### src/rtl/multdiv_operand_stage_pkg.sv
// rtl/multdiv_operand_stage_pkg.sv - shared state encoding, widths and exception codes for the mult/div operand stage
package multdiv_pkg;

    localparam int WIDTH_DEFAULT = 32;

    localparam logic [1:0] ST_IDLE   = 2'd0;
    localparam logic [1:0] ST_LAUNCH = 2'd1;
    localparam logic [1:0] ST_BUSY   = 2'd2;
    localparam logic [1:0] ST_DONE   = 2'd3;

    localparam logic EXC_NONE = 1'b0;
    localparam logic EXC_FLAG = 1'b1;

    typedef enum logic [1:0] {
        S_IDLE   = ST_IDLE,
        S_LAUNCH = ST_LAUNCH,
        S_BUSY   = ST_BUSY,
        S_DONE   = ST_DONE
    } state_t;

    function automatic logic is_single_req(input logic mult, input logic div);
        return mult ^ div;
    endfunction

endpackage

### src/rtl/multdiv_operand_stage_if.sv
// rtl/multdiv_operand_stage_if.sv - handshake bundle between the operand stage and the iterative mult/div unit
interface multdiv_operand_stage_if #(
    parameter int WIDTH = 32
);
    logic             unit_start;
    logic             unit_is_div;
    logic [WIDTH-1:0] unit_op_a;
    logic [WIDTH-1:0] unit_op_b;
    logic [WIDTH-1:0] unit_result;
    logic             unit_done;
    logic             unit_exc;

    modport master (
        output unit_start, unit_is_div, unit_op_a, unit_op_b,
        input  unit_result, unit_done, unit_exc
    );

    modport slave (
        input  unit_start, unit_is_div, unit_op_a, unit_op_b,
        output unit_result, unit_done, unit_exc
    );
endinterface

### src/rtl/multdiv_operand_stage_operand_latch.sv
// rtl/multdiv_operand_stage_operand_latch.sv - enable registers holding both operands and the op select
module operand_latch #(
    parameter int WIDTH = 32
) (
    input  logic             clk,
    input  logic             reset,
    input  logic             en,
    input  logic [WIDTH-1:0] a_in,
    input  logic [WIDTH-1:0] b_in,
    input  logic             is_div_in,
    output logic [WIDTH-1:0] a_q,
    output logic [WIDTH-1:0] b_q,
    output logic             is_div_q
);

    always_ff @(posedge clk) begin
        if (reset) begin
            a_q      <= '0;
            b_q      <= '0;
            is_div_q <= 1'b0;
        end else if (en) begin
            a_q      <= a_in;
            b_q      <= b_in;
            is_div_q <= is_div_in;
        end
    end

endmodule

### src/rtl/multdiv_operand_stage.sv
// rtl/multdiv_operand_stage.sv - launches the iterative mult/div unit and stalls until its result retires; optional watchdog via MULTDIV_TIMEOUT_EN
module multdiv_operand_stage
    import multdiv_pkg::*;
#(
    parameter int WIDTH          = WIDTH_DEFAULT,
    parameter int TIMEOUT_CYCLES = 40
) (
    input  logic                    clk,
    input  logic                    reset,
    input  logic                    ctrl_mult,
    input  logic                    ctrl_div,
    input  logic [WIDTH-1:0]        operand_a,
    input  logic [WIDTH-1:0]        operand_b,
    multdiv_operand_stage_if.master unit,
    output logic                    stall,
    output logic [WIDTH-1:0]        result_out,
    output logic                    result_valid,
    output logic                    result_exc
);

    state_t           state, state_n;
    logic             latch_en;
    logic             load_res;
    logic [WIDTH-1:0] res_d;
    logic             exc_d;
    logic             timeout_hit;

`ifdef MULTDIV_TIMEOUT_EN
    localparam logic [7:0] WD_LIMIT = 8'(TIMEOUT_CYCLES - 1);
    logic [7:0] wd_cnt;

    // Counter is cleared in LAUNCH so it holds the index of the current BUSY cycle.
    always_ff @(posedge clk) begin
        if (reset || state != S_BUSY) begin
            wd_cnt <= '0;
        end else begin
            wd_cnt <= wd_cnt + 8'd1;
        end
    end

    assign timeout_hit = (state == S_BUSY) && (wd_cnt == WD_LIMIT);
`else
    logic unused_timeout;
    assign unused_timeout = |TIMEOUT_CYCLES;
    assign timeout_hit    = 1'b0;
`endif

    operand_latch #(.WIDTH(WIDTH)) u_latch (
        .clk       (clk),
        .reset     (reset),
        .en        (latch_en),
        .a_in      (operand_a),
        .b_in      (operand_b),
        .is_div_in (ctrl_div),
        .a_q       (unit.unit_op_a),
        .b_q       (unit.unit_op_b),
        .is_div_q  (unit.unit_is_div)
    );

    always_ff @(posedge clk) begin
        if (reset) begin
            state <= S_IDLE;
        end else begin
            state <= state_n;
        end
    end

    always_comb begin
        state_n  = state;
        latch_en = 1'b0;
        load_res = 1'b0;
        res_d    = '0;
        exc_d    = EXC_NONE;
        case (state)
            S_IDLE: begin
                if (ctrl_mult && ctrl_div) begin
                    state_n  = S_DONE;
                    load_res = 1'b1;
                    exc_d    = EXC_FLAG;
                end else if (ctrl_div && operand_b == '0) begin
                    // Divide-by-zero never reaches the unit but the operands are still captured.
                    latch_en = 1'b1;
                    state_n  = S_DONE;
                    load_res = 1'b1;
                    exc_d    = EXC_FLAG;
                end else if (is_single_req(ctrl_mult, ctrl_div)) begin
                    latch_en = 1'b1;
                    state_n  = S_LAUNCH;
                end
            end
            S_LAUNCH: state_n = S_BUSY;
            S_BUSY: begin
                if (unit.unit_done) begin
                    state_n  = S_DONE;
                    load_res = 1'b1;
                    res_d    = unit.unit_result;
                    exc_d    = unit.unit_exc;
                end else if (timeout_hit) begin
                    state_n  = S_DONE;
                    load_res = 1'b1;
                    exc_d    = EXC_FLAG;
                end
            end
            S_DONE:  state_n = S_IDLE;
            default: state_n = S_IDLE;
        endcase
    end

    always_ff @(posedge clk) begin
        if (reset) begin
            result_out <= '0;
            result_exc <= 1'b0;
        end else if (load_res) begin
            result_out <= res_d;
            result_exc <= exc_d;
        end
    end

    assign unit.unit_start = (state == S_LAUNCH);
    assign result_valid    = (state == S_DONE);
    assign stall = ((state == S_IDLE) && (ctrl_mult || ctrl_div)) ||
                   (state == S_LAUNCH) || (state == S_BUSY);

endmodule

### src/flat_wrapper.sv
// flat-port wrapper written by rule: the top's interface ports become plain ports
module multdiv_operand_stage_flat import multdiv_pkg::*;
#(
    parameter int WIDTH          = WIDTH_DEFAULT,
    parameter int TIMEOUT_CYCLES = 40
)
  (clk, reset, ctrl_mult, ctrl_div, operand_a, operand_b, stall, result_out, result_valid, result_exc, unit_unit_start, unit_unit_is_div, unit_unit_op_a, unit_unit_op_b, unit_unit_result, unit_unit_done, unit_unit_exc);
  multdiv_operand_stage_if #(.WIDTH(WIDTH)) unit_i ();
  input  logic clk;
  input  logic reset;
  input  logic ctrl_mult;
  input  logic ctrl_div;
  input  logic [WIDTH-1:0] operand_a;
  input  logic [WIDTH-1:0] operand_b;
  output logic stall;
  output logic [WIDTH-1:0] result_out;
  output logic result_valid;
  output logic result_exc;
  output wire logic [$bits(unit_i.unit_start)-1:0] unit_unit_start;
  output wire logic [$bits(unit_i.unit_is_div)-1:0] unit_unit_is_div;
  output wire logic [$bits(unit_i.unit_op_a)-1:0] unit_unit_op_a;
  output wire logic [$bits(unit_i.unit_op_b)-1:0] unit_unit_op_b;
  input wire logic [$bits(unit_i.unit_result)-1:0] unit_unit_result;
  input wire logic [$bits(unit_i.unit_done)-1:0] unit_unit_done;
  input wire logic [$bits(unit_i.unit_exc)-1:0] unit_unit_exc;
  assign unit_unit_start = unit_i.unit_start;
  assign unit_unit_is_div = unit_i.unit_is_div;
  assign unit_unit_op_a = unit_i.unit_op_a;
  assign unit_unit_op_b = unit_i.unit_op_b;
  assign unit_i.unit_result = unit_unit_result;
  assign unit_i.unit_done = unit_unit_done;
  assign unit_i.unit_exc = unit_unit_exc;
  multdiv_operand_stage #(.WIDTH(WIDTH), .TIMEOUT_CYCLES(TIMEOUT_CYCLES)) u_core (.clk(clk), .reset(reset), .ctrl_mult(ctrl_mult), .ctrl_div(ctrl_div), .operand_a(operand_a), .operand_b(operand_b), .unit(unit_i), .stall(stall), .result_out(result_out), .result_valid(result_valid), .result_exc(result_exc));
endmodule
### config.mk
export PLATFORM = sky130hd
export DESIGN_NAME = multdiv_operand_stage_flat
export DESIGN_NICKNAME = d
export VERILOG_FILES = /design/src/rtl/multdiv_operand_stage_pkg.sv /design/src/rtl/multdiv_operand_stage_if.sv /design/src/rtl/multdiv_operand_stage_operand_latch.sv /design/src/rtl/multdiv_operand_stage.sv /design/src/flat_wrapper.sv
export SDC_FILE = /design/constraint.sdc
export NUM_CORES = 1
export LEC_CHECK = 0
export CAP_MARGIN = 20
export CORE_ASPECT_RATIO = 0.9
export CORE_UTILIZATION = 44
export DETAILED_ROUTE_END_ITERATION = 10
export HOLD_SLACK_MARGIN = 0.1
export MAX_ROUTING_LAYER = met4
export PLACE_DENSITY = 0.85
export SLEW_MARGIN = 5
export SYNTH_ARGS = -nofsm -noshare
export SYNTH_HDL_FRONTEND = slang
export SYNTH_SLANG_ARGS = --single-unit
### constraint.sdc
create_clock -name clk -period 3.98 [get_ports clk]
set_clock_uncertainty 0.1 [all_clocks]
set_input_delay 0.796 -clock clk [delete_from_list [all_inputs] [get_ports clk]]
set_output_delay 0.796 -clock clk [all_outputs]
set_load 0.05 [all_outputs]
* After elaboration in Yosys (flattened, before gate mapping)
Cells that the tools add are included.
Operators by class: eq/ne operators 5, multiplexer cells 17, bitwise logic cells 1, reduce and logical (&&, ||, !) cells 9
Operators by type and width (count):
- 32-bit two-way mux | 2
- 32-bit zero test | 1
- 1-bit two-way mux | 8
- 2-bit two-way mux | 4
- 2-bit one-hot mux with 4 select lines | 1
- 2-bit == test (second input constant) | 2
- 4-bit by 1-bit inequality test with 1-bit output (second input constant) | 1
- 1-bit one-hot mux with 2 select lines | 2
- 1-bit logical AND | 3
- 1-bit logical OR | 3
- 2-bit by 1-bit == test with 1-bit output (second input constant) | 1
- 2-bit zero test | 1
- 2-bit inequality test (second input constant) | 1
- 2-bit AND reduction | 1
- 1-bit bitwise XOR | 1
Word-level totals: flip-flop bits (word level) 100, bits of input ports 102, output and inout port bits 101, logic and storage cells 38

* Logic depth before layout (Yosys ltp)
word-level depth 5, gate-level depth with buffers 7, depth with buffers taken out 6

* Hierarchy
Synthesis repeated with hierarchy kept, for this count alone.
Unflattened totals: cells, all modules 330, area, all modules 3713.6 µm²
Modules (own cells, without submodules):
- operand_latch | times used 1, cells each 209, area an instance 2342.2 µm², sequential area each 1301.2 µm²
- multdiv_operand_stage | times used 1, cells each 121, area an instance 1371.3 µm², sequential area each 700.7 µm²

* Least setup slack after synthesis
Ideal clock, no wire load.
kind input to output, from input port ctrl_mult, to output port stall, data arrival time 2.083 ns, data required time 3.084 ns, setup slack 1.001 ns, cell stages on the path 3, path buffers 0, path through inv_1 ha_1 o21ai_0
Between the ends: longest elaborated chain between the ends 4
Ends and longest elaborated chain:
- start, declared | line flat_wrapper.sv:11 | input logic ctrl_mult;
- 1-bit logical OR | line multdiv_operand_stage.sv:121 | assign stall = ((state == S_IDLE) && (ctrl_mult || ctrl_div)) ||
- 1-bit logical AND | line multdiv_operand_stage.sv:121
- 1-bit logical OR | line multdiv_operand_stage.sv:121
- 1-bit logical OR | line multdiv_operand_stage.sv:122 | (state == S_LAUNCH) || (state == S_BUSY);
- end, declared | line flat_wrapper.sv:15 | output logic stall;
No other way between the ends.

* Worst setup path in the final report
from input port ctrl_div, to output port stall
Between the ends: longest elaborated chain between the ends 4
Ends and longest elaborated chain:
- start, declared | line flat_wrapper.sv:12 | input logic ctrl_div;
- 1-bit logical OR | line multdiv_operand_stage.sv:121
- 1-bit logical AND | line multdiv_operand_stage.sv:121
- 1-bit logical OR | line multdiv_operand_stage.sv:121
- 1-bit logical OR | line multdiv_operand_stage.sv:122
No other way between the ends.

==> impl_metrics.ini <==
[run_status]
status = completed

[clocking]
clockBufferDepth = 2
clk_latency_ns = 0.35
cts.hold.buffers_added = 0
cts.sinks = 100
root_buffer = clkbuf_8
numCtsBuffers = 9
clkSlewWorstSetupHoldPaths_ns = 0.09
cts_tree = done
post_cts_resized = 0
cts-htree-levels = 3
post_cts_buffers = 0

[floorplan]
die-area_mm2 = 0.01013
initial_core_util_pct = 46.10
die_w_um = 106.0
ios = 203
num_rows = 33
core_mm2 = 0.009290
dieHeight_um = 95.60

[synthesis]
synth_top_area_share_pct = 46.74
synth_common_cells = 131 x nand2b_1, 100 x dfxtp_1, 66 x mux2i_1
synth_nets = 510
async_flop_share_pct = 0
synth_edf_count = 0
ys_warn_count = 0
synth_cells = 402
yosysMostFrequentCell = nand2b_1
yosysUniqueCellTypes = 26
yosys.area.top_type = dfxtp_1
synth-seq-cells = 100
seq_area_frac_synth_pct = 46.74
synth_area_per_cell_um2 = 10.65
synth_area_mm2 = 0.004283
yosys-top-cells-area = dfxtp_1 47%, nand2b_1 19%, mux2i_1 15%
synthFlopType = dfxtp_1

[sta]
rsz0062_at_grt = false
tightest_slew_ns = 0.7901
relSlewSlack_pct = 47.33
fin_tns_setup_ns = 0
setup-violations-final = 0
slew_viol_final = 0
finalHoldViolCount = 0
layout_min_cycle_time_ns = 3.444
fin_ws_ns = 0.5365
hold-worst-slack_ns = 0.3749
max_freq_ghz = 0.2904
post-route-period-util_pct = 86.52

[finish]
finalNonFillerCells = 719
fin_util_pct = 70.22
fin_nets = 700
postLayoutCellArea_mm2 = 0.006524
area_growth_pct = 52.32
drive_above_1_share_pct = 4.690
fillerInstances = 719
antenna_cells = 0

[placement]
placed_cells = 703
gp_congestion = 0.8279
post_dp_cell_area_mm2 = 0.006319
port_buffers = 202
post-place-ws_ns = 0.5172
dpl.hpwl_um = 7960

[global_routing]
gr-total-overflow = 0
antenna_found_initial = 0
grt_max_degree = 75
grt_pass1_vias = 3563
grt_pass1_wl_um = 16890
track_usage_pct = 21.95

[hold_path]
hp-class = flip-flop to flip-flop
hold_end = u_core.u_latch.b_q[2]$_SDFFE_PP0P_
min-delay-start = u_core.u_latch.b_q[2]$_SDFFE_PP0P_
worstHoldPathCells = 2

[critical_path]
worst_setup_path_end_kind = primary output
path_max_fanout = 4
critPathKind = primary input to primary output
critPathLaunchType = primary input
cp.required_ns = 3.08
worstRegToRegCells = 5
reg2reg_slack_ns = 2.06
reg2reg_from = u_core.state[0]$_SDFFE_PP0P_
r2r_end = u_core.u_latch.b_q[10]$_SDFFE_PP0P_
worstPathArrival_ns = 2.55

[drt]
wl_per_cell_um = 15.01
wl_um = 10790
first_pass_iters = 5
postRouteAntennaNets = 0
drtIter0Drc = 128
vias = 3561
route.detailed.drc = 0
viasPerCell = 4.953

[pwr]
p_leak_nw = 2.415
power_mw = 3.475
power.density_mw_per_mm2 = 532.6
irDropWorstVdd_uv = 301.1

[flow_run]
drv_cap = 0
critical path: stages:
cell	delay, ns
clkdlybuf4s50_1	0.54
inv_1	0.06
ha_1	0.17
o21ai_0	0.14
clkdlybuf4s50_1	0.84
sequential cells by signal (all words and copies together), names as in the netlist:
| signal | flops |
|---|---|
| u_core.result_out | 32 |
| u_core.result_exc | 1 |
| u_core.u_latch.is_div_q | 1 |
| u_core.u_latch.a_q | 32 |
| u_core.state | 2 |
| u_core.u_latch.b_q | 32 |
placed cells by master, fill, tap and decap left out, types with 3 or more instances in the layout:
cell type	count
a22o_1	32
buf_4	3
clkbuf_8	9
clkdlybuf4s50_1	201
dfxtp_1	100
ha_1	6
inv_1	6
mux2i_1	66
nand2_1	5
nand2b_1	131
nor2_1	6
nor4_1	6
kinds of logic (layout without fill, tap and decap cells):
logic type / count (synthesis) / after routing / synth area share, %
AO/OA/AOI/OAI: 41 / 41 / 8.501
adder cells (fa/ha/maj): 6 / 6 / 1.753
buffers and inverters: 34 / 229 / 5.434
flip-flops: 100 / 100 / 46.74
multiplexers: 66 / 66 / 15.42
AND/OR/NAND/NOR: 155 / 155 / 22.14
routing by layer:
layer | share of wire, % | track usage (%)
met4 | 1.6 | 7.523
met1 | 42 | 25.01
met3 | 6.7 | 6.152
met2 | 50 | 37.36
met5 | 0 | -
layout make-up:
cell class                      instances  area, µm²  area share, %
Clock buffer                            9      123.9          1.899
Clock inverter                          7      81.33          1.247
Inverter                                6      22.52         0.3452
Multi-Input combinational cell        268       2062          31.61
Sequential cell                       100       2002          30.69
Tap cell                              122      152.6          2.340
Timing Repair Buffer                  207       2079          31.88
worst max-delay path by stage:
stage	depth (start not counted)	start	endpoint	slack (ns)
finish	5	ctrl_div	stall	0.54
global route	5	ctrl_div	stall	0.44
CTS	5	ctrl_div	stall	0.52
detailed placement	5	ctrl_div	stall	0.52
global placement	5	ctrl_div	stall	0.55
floorplan	3	ctrl_mult	stall	1.00
where the power goes:
part           leakage [nW]  total (mW)  internal, mW  switching (mW)
clock                 0.106       0.668         0.301           0.366
sequential            0.815        1.26          1.16          0.0924
combinational          1.49        1.55         0.599           0.952
total                  2.41        3.47          2.06            1.41
(Power assumes the default switching activity.)
